<file path="src/rtl/loopback_tester.sv">
// rtl/loopback_tester.sv - pin-loopback self-test pattern engine with sticky per-channel fail mask
// Optional PRBS-7 vector tail is compiled in when LOOPBACK_PRBS_EN is defined.
module loopback_tester #(
  parameter int N_CH   = 8,
  parameter int SETTLE = 4
) (
  input  logic            clk,
  input  logic            rst_n,
  input  logic            start,
  output logic [N_CH-1:0] drive_o,
  input  logic [N_CH-1:0] sense_i,
  output logic            busy,
  output logic            done,
  output logic            pass,
  output logic [N_CH-1:0] fail_mask,
  output logic [15:0]     err_count
);

  // Two synchronizer stages plus one compare edge need at least three cycles of hold.
  localparam int S_EFF = (SETTLE < 3) ? 3 : SETTLE;
`ifdef LOOPBACK_PRBS_EN
  localparam int N_VEC = 2 * N_CH + 66;
`else
  localparam int N_VEC = 2 * N_CH + 2;
`endif
  localparam int CW = $clog2(S_EFF + 1);
  localparam logic [CW-1:0] CMP_AT  = CW'(S_EFF - 1);
  localparam logic [CW-1:0] LOAD_AT = CW'(S_EFF);
  localparam logic [7:0]    LAST    = 8'(N_VEC - 1);

  typedef enum logic [1:0] {IDLE, RUN, FIN} state_t;

  state_t            state;
  logic [7:0]        vidx;
  logic [7:0]        vidx_nxt;
  logic [CW-1:0]     cnt;
  logic [N_CH-1:0]   sense_meta;
  logic [N_CH-1:0]   sense_sync;
  logic [N_CH-1:0]   mism;
  logic [N_CH-1:0]   next_vec;

  function automatic logic [N_CH-1:0] pattern(input logic [7:0] idx);
    int i;
    i = int'(idx);
    if (i < N_CH)
      pattern = N_CH'(1) << i;
    else if (i < 2 * N_CH)
      pattern = ~(N_CH'(1) << (i - N_CH));
    else if (i == 2 * N_CH)
      pattern = '0;
    else
      pattern = '1;
  endfunction

  assign vidx_nxt = vidx + 8'd1;
  assign mism     = drive_o ^ sense_sync;

`ifdef LOOPBACK_PRBS_EN
  localparam logic [7:0] PRBS_BASE = 8'(2 * N_CH + 2);
  logic [6:0]      lfsr;
  logic [6:0]      lfsr_adv;
  logic [N_CH-1:0] prbs_vec;

  // Each channel takes one successive LFSR output bit, so the LFSR advances N_CH steps per vector.
  always_comb begin
    lfsr_adv = lfsr;
    prbs_vec = '0;
    for (int i = 0; i < N_CH; i++) begin
      prbs_vec[i] = lfsr_adv[6] ^ lfsr_adv[5];
      lfsr_adv    = {lfsr_adv[5:0], prbs_vec[i]};
    end
  end

  always_comb begin
    next_vec = pattern(vidx_nxt);
    if (vidx_nxt >= PRBS_BASE) next_vec = prbs_vec;
  end

  always_ff @(posedge clk or negedge rst_n) begin
    if (!rst_n) begin
      lfsr <= 7'h7F;
    end else if (state != RUN && start) begin
      lfsr <= 7'h7F;
    end else if (state == RUN && cnt == LOAD_AT && vidx != LAST && vidx_nxt >= PRBS_BASE) begin
      lfsr <= lfsr_adv;
    end
  end
`else
  always_comb begin
    next_vec = pattern(vidx_nxt);
  end
`endif

  always_ff @(posedge clk or negedge rst_n) begin
    if (!rst_n) begin
      sense_meta <= '0;
      sense_sync <= '0;
    end else begin
      sense_meta <= sense_i;
      sense_sync <= sense_meta;
    end
  end

  always_ff @(posedge clk or negedge rst_n) begin
    if (!rst_n) begin
      state     <= IDLE;
      vidx      <= '0;
      cnt       <= '0;
      drive_o   <= '0;
      busy      <= 1'b0;
      done      <= 1'b0;
      pass      <= 1'b0;
      fail_mask <= '0;
      err_count <= '0;
    end else begin
      case (state)
        IDLE, FIN: begin
          if (start) begin
            state     <= RUN;
            vidx      <= '0;
            cnt       <= '0;
            drive_o   <= pattern(8'd0);
            busy      <= 1'b1;
            done      <= 1'b0;
            pass      <= 1'b0;
            fail_mask <= '0;
            err_count <= '0;
          end
        end
        RUN: begin
          if (cnt == LOAD_AT) begin
            cnt <= '0;
            if (vidx == LAST) begin
              state   <= FIN;
              drive_o <= '0;
              busy    <= 1'b0;
              done    <= 1'b1;
              pass    <= (fail_mask == '0);
            end else begin
              vidx    <= vidx_nxt;
              drive_o <= next_vec;
            end
          end else begin
            cnt <= cnt + CW'(1);
            if (cnt == CMP_AT) begin
              fail_mask <= fail_mask | mism;
              if (mism != '0 && err_count != 16'hFFFF) err_count <= err_count + 16'd1;
            end
          end
        end
        default: state <= IDLE;
      endcase
    end
  end

endmodule

</file>
<file path="config.mk">
export PLATFORM = sky130hd
export DESIGN_NAME = loopback_tester
export DESIGN_NICKNAME = d
export VERILOG_FILES = /design/src/rtl/loopback_tester.sv
export SDC_FILE = /design/constraint.sdc
export NUM_CORES = 1
export LEC_CHECK = 0
export CAP_MARGIN = 0
export CORE_UTILIZATION = 40
export CTS_CLUSTER_SIZE = 14
export DETAILED_ROUTE_END_ITERATION = 16
export GPL_ROUTABILITY_DRIVEN = 0
export PLACE_DENSITY_LB_ADDON = 0.05
export RECOVER_POWER = 100
export SLEW_MARGIN = 20
export SYNTH_ARGS = -nofsm -noshare
export SYNTH_HDL_FRONTEND = slang
export SYNTH_SLANG_ARGS = --single-unit
export TNS_END_PERCENT = 20
</file>
<file path="constraint.sdc">
create_clock -name clk -period 3.4 [get_ports clk]
set_input_delay 0.68 -clock clk [delete_from_list [all_inputs] [get_ports clk]]
set_output_delay 0.68 -clock clk [all_outputs]
set_load 0.02 [all_outputs]
</file>
==> results_dict.tcl, run 1 <==
set metrics [dict create \
    status "complete, but fails checks" \
    violations "capacitance limit, slew limit" \
    dieWidth_um 91.4 \
    grt_first_pass_wirelength_mm 12.6 \
    clockBufferDepth 2 \
    p_per_area_nw_per_um2 759 \
    ios 46 \
    synth-simple-area-share 0.207 \
    multi_input_area_um2 1470 \
    antenna_cells 0 \
    wl_mm 7.35 \
    row_count 32 \
    grt_pass1_vias 2499 \
    synth_top_family_by_area "simple AND/OR/NAND/NOR gates" \
    clkLatencyLatePin_ps 340 \
    io_buffers 45 \
    layoutNonFillerInstCount 490 \
    vias 2615 \
    synth_xor_area_frac 0.0466 \
    ys_seq_elements 64 \
    nets 401 \
    synth-compound-area-share 0.173 \
    drive_gt1_frac 0.0593 \
    clkSinkCount 64 \
    yosys.cell_types.count 42 \
    grt_remaining_overflow 0 \
    skew_ps 9.50 \
    path_max_fanout 10 \
    viasPerCell 5.34 \
    fmax_mhz 372 \
    syn2layout_area_growth_pct 21.4 \
    period_needed_ps 2690 \
    avgSynthCellArea_um2 9.37 \
    fill_cells 727 \
    slew_headroom -0.0600 \
    cts_tree "yes" \
    path_clk_slew_ps 70 \
    coreArea_um2 7730 \
    drv_slew 65 \
    cpPeakStageDelay_ps 750 \
    finalSetupViolCount 0 \
    ir_worst_vdd_uv 318 \
    cts_resized 0 \
    fin_ws_ps 714 \
    cts-buffers-inserted 9 \
    hold_ws_ps 344 \
    cp-end-kind "flop" \
    fin_crit_sh 0.790 \
    hold_path_class "reg -> reg" \
    ff_latch_area_um2 1600 \
    r2r_slack_ps 710 \
    cp_data_required_time_ps 3680 \
    syn-num-nets 358 \
    ys.warnings.count 0 \
    cpMaxStageDelayCell "o2111ai_1" \
    final_core_util 0.502 \
    grt.total_usage 0.192 \
    setup_tns_ps 0 \
    routedWlPerCell_um 15.0 \
    dieArea_um2 8350 \
    cp.arrival_ps 2970 \
    drc 0 \
    muxShareOfSynthArea 0.0188 \
    grt_max_degree 65 \
    post-place-ws_ps 943 \
    synth_top_area_frac 0.501 \
    antenna_found_initial 0 \
    cellLeakagePower_nw 1.71 \
    drtIter0Drc 133 \
    seq_area_frac_synth 0.501 \
    yosysTopAreaCell "dfrtp_1" \
    dp_hpwl_mm 5.09 \
    die_h_um 91.4 \
    crit_chain "xor2_1, or4_1, o2111ai_1, nor3_1, a211oi_2, a31o_1" \
    finalHoldViolCount 0 \
    grt_setup_unrepaired "no" \
    syn_area_um2 3200 \
    cp-start-kind "flop" \
    post_cts_buffers 0 \
    start_util 0.414 \
    crit_type "reg -> reg" \
    worst_pin_slew_ps 1590 \
    synth.area.top_cells "dfrtp_1 50%, nand2_1 5.2%, nor2_1 4.3%, a21oi_1 4.1%, o21ai_0 3.9%" \
    drv_cap 1 \
    ant_nets 0 \
    synthAdderAreaFrac 0.0235 \
    syn_inst 341 \
    dp.cells 475 \
    cts_root_buffer "clkbuf_8" \
    dr.pass1.iters 5 \
    cts.htree.levels 3 \
    cts.hold.buffers_added 0 \
]
[routing by layer]
| layer | up-vias | global-route usage | routed length (µm) | part of all wire |
|---|---|---|---|---|
| met5 | - | 0 | 0 | 0 |
| li1 | 1301 | - | - | - |
| met1 | 1241 | 0.261 | 3510 | 0.48 |
| met3 | 10 | 0.0394 | 251 | 0.034 |
| met4 | 0 | 0.0794 | 111 | 0.015 |
| met2 | 63 | 0.297 | 3480 | 0.47 |
[cell usage after synthesis, drive strengths merged]
cell     instances
o211ai           2
xor2             9
nor3             7
nand3           16
a41oi            1
mux2i            6
a21boi           1
o31ai            8
nor2b            4
buf              2
a22o             3
xnor2            8
nor3b            3
a31oi            5
and4b            1
nand4            3
or2              1
dfrtp           64
inv              9
clkbuf          14
o21bai           1
o41ai            1
a211oi           1
o22ai            2
o21ai           25
nor4             4
a21oi           26
nor2            37
nor4bb           1
or4              2
a311oi           3
nand2b           6
o221ai           1
a31o             3
ha               6
nand2           44
a32o             2
o2111ai          1
and3             7
nor4b            1
[path summary, 6_finish.rpt]
path / start / endpoint / cells past startpoint
max in group asynchronous: rst_n / sense_meta[1] / 2
min in group asynchronous: rst_n / err_count[1] / 2
worst min-delay path: sense_meta[2] / sense_sync[2] / 0
worst max-delay path: drive_o[7] / err_count[13] / 6
worst min register to register: sense_meta[2] / sense_sync[2] / 0
worst max register to register: drive_o[7] / err_count[13] / 6
[critical path: cells and delay by family (launching register included)]
family	cells	cell delay, ps
xor+xnor	1	170
flops	1	410
simple gates	2	900
compound gates	3	1150
[flip-flops by register name, summed over array words and instances (netlist names)]
signal and count:
busy 1, cnt 3, done 1, drive_o 8, err_count 16, fail_mask 8, pass 1, sense_meta 8
sense_sync 8, state 2, vidx 8
[report_power, final]
group          switching, mW  total [mW]  internal [mW]
Combinational          0.682        1.14          0.461
Clock                  0.288       0.639          0.351
Sequential             0.224        1.16          0.940
[placed cells by master (no fill, tap or decap), drive strengths merged, types with 7 or more instances in the layout]
cell,instances
o21ai,25
and3,7
dfrtp,64
o31ai,8
xor2,9
nand2,44
dlygate4sd3,44
clkbuf,12
nor3,7
nand3,16
inv,9
a21oi,26
xnor2,8
nor2,37
[logic make-up (layout without fill, tap and decap cells)]
kind of cell / Yosys count / after routing
AND/OR/NAND/NOR: 137 / 137
AO/OA/AOI/OAI: 86 / 86
flip-flops: 64 / 64
buffers and inverters: 25 / 72
XOR/XNOR: 17 / 17
adder cells (fa/ha/maj): 6 / 6
multiplexers: 6 / 6
[through the flow]
step	cell area, µm²	power, mW
2_1_floorplan	3200	1.92
3_3_place_gp	3730	2.40
3_5_place_dp	3730	2.40
4_1_cts	3920	3.05
5_1_grt	3880	3.18
6_report	3880	2.95
[cell type report]
| type | count | area share |
|---|---|---|
| multi-input combinational | 252 | 0.378 |
| sequential | 64 | 0.413 |
| inverter | 9 | 0.00871 |
| tap | 102 | 0.0329 |
| clock buffer | 11 | 0.0364 |
| timing repair buffer | 48 | 0.120 |
| clock inverter | 4 | 0.0116 |
(Power assumes the default switching activity.)
==> run 2: changes to the inputs <==
==> constraint.sdc (replaced) <==
create_clock -name clk -period 2.6 [get_ports clk]
set_input_delay 0.52 -clock clk [delete_from_list [all_inputs] [get_ports clk]]
set_output_delay 0.52 -clock clk [all_outputs]
set_load 0.02 [all_outputs]
==> run 2 against run 1 <==
The flow still finishes with violations (capacitance limit, slew limit). Design area grew 1.8%. Critical path depth stayed put. Register-to-register slack worse by 360 ps. Combinational power up 40%. Non-clock buffer count is 7 higher. Sequential cell count is the same. Via count rose by 2.3%. Critical endpoint unchanged. Clock power is 23% higher. Highest routed layer unchanged. Cell count increased by 1.6%. Largest power group is now combinational logic. Count of clock-buffer cells in the layout shrank 2. Global-route usage fell by 0.087 points.
==> results_dict.tcl, run 2 (same netlist as run 1, synthesis figures left out) <==
set metrics [dict create \
    grt_setup_unrepaired "no" \
    grt.total_usage 0.191 \
    hold_path_class "reg -> reg" \
    grt_first_pass_wirelength_mm 12.4 \
    drive_gt1_frac 0.0859 \
    cp-start-kind "flop" \
    path_max_fanout 10 \
    ios 46 \
    syn2layout_area_growth_pct 23.6 \
    ant_nets 0 \
    drv_slew 65 \
    largest_register_ffs 16 \
    clkSinkCount 64 \
    worst_pin_slew_ps 1560 \
    clockBufferDepth 2 \
    drv_cap 1 \
    skew_ps 11.7 \
    largest-register "err_count" \
    grt_pass1_vias 2501 \
    final_cell_mix "64 x dfrtp_1, 44 x nand2_1, 44 x dlygate4sd3_1, 37 x nor2_1, 26 x a21oi_1" \
    cts_tree "yes" \
    grt_remaining_overflow 0 \
    io_buffers 45 \
    drtIter0Drc 92 \
    row_count 32 \
    final_common_cell "dfrtp_1" \
    cp-end-kind "flop" \
    period_needed_ps 2240 \
    status "complete, but fails checks" \
    cts.hold.buffers_added 0 \
    dr.pass1.iters 4 \
    drc 0 \
    dieWidth_um 91.4 \
    start_util 0.414 \
    finalPower_mw 3.86 \
    nets 408 \
    dp_hpwl_mm 5.07 \
    finalSetupViolCount 0 \
    antenna_found_initial 0 \
    violations "capacitance limit, slew limit" \
    cp.arrival_ps 2530 \
    cts.htree.levels 3 \
    vias 2676 \
    p_per_area_nw_per_um2 978 \
    clkLatencyLatePin_ps 350 \
    ir_worst_vdd_uv 444 \
    crit_type "reg -> reg" \
    cts_root_buffer "clkbuf_8" \
    coreArea_um2 7730 \
    dieArea_um2 8350 \
    finalHoldViolCount 0 \
    grt_max_degree 65 \
    cts-buffers-inserted 9 \
    antenna_cells 0 \
    die_h_um 91.4 \
    path_clk_slew_ps 80 \
    viasPerCell 5.37 \
    setup_tns_ps 0 \
    cellLeakagePower_nw 1.72 \
    routedWlPerCell_um 14.6 \
    wl_mm 7.29 \
    fmax_mhz 445 \
    cp_data_required_time_ps 2890 \
    slew_headroom -0.0369 \
    fin_crit_sh 0.863 \
]
run 2: cell count changes in the layout (fill, tap and decap cells not counted), sizes merged:
cell,delta
inv,+1
bufinv,-1
clkinvlp,+3
buf,+5
run 2: through the flow:
step / area, µm² / setup slack, ps / hold slack (ps) / cells / util
finish: 3950 / 355 / 352 / 498 / 0.511
floorplan: 3200 / 566 / 224 / 341 / -
CTS: 3980 / 268 / 191 / 498 / 0.514
global route: 3950 / 146 / 361 / 498 / 0.511
detailed placement: 3790 / 306 / 337 / 482 / 0.491
global placement: 3790 / 357 / 333 / 482 / 0.491
run 2: final timing paths:
check,endpoint,slack [ps],start,cells past startpoint
max reg2reg,err_count[13],360,err_count[6],6
max in group asynchronous,sense_meta[1],1020,rst_n,2
min reg2reg,sense_sync[1],350,sense_meta[1],0
max,err_count[13],360,err_count[6],6
min in group asynchronous,vidx[7],650,rst_n,2
min,sense_sync[1],350,sense_meta[1],0
run 2: area by class of cell:
cell class,count,area [µm²]
tap,102,128
multi-input combinational,252,1490
clock buffer,9,124
clock inverter,7,57.6
sequential,64,1600
fill,744,3780
timing repair buffer,55,510
inverter,9,33.8
run 2: where the power goes:
group / switching (mW) / total [mW] / internal, mW
Sequential: 0.249 / 1.48 / 1.23
Clock: 0.433 / 0.787 / 0.353
Combinational: 0.951 / 1.60 / 0.645
run 2: worst max-delay path, stage by stage (launching register included):
cell,delay (ps)
dfrtp_1,480
nand4_1,240
nor4_1,450
and3_1,470
nor3_2,170
a211oi_2,240
a31o_1,120
run 2: what timing repair did:
action	CTS	global route
gates resized for setup	0	1
endpoints found under the setup margin	0	4
setup buffers	0	0
run 2: metal layers:
layer / track usage / wire, µm
met1: 0.250 / 3480
met2: 0.303 / 3460
met3: 0.0477 / 244
met4: 0.0741 / 110
met5: 0 / 0
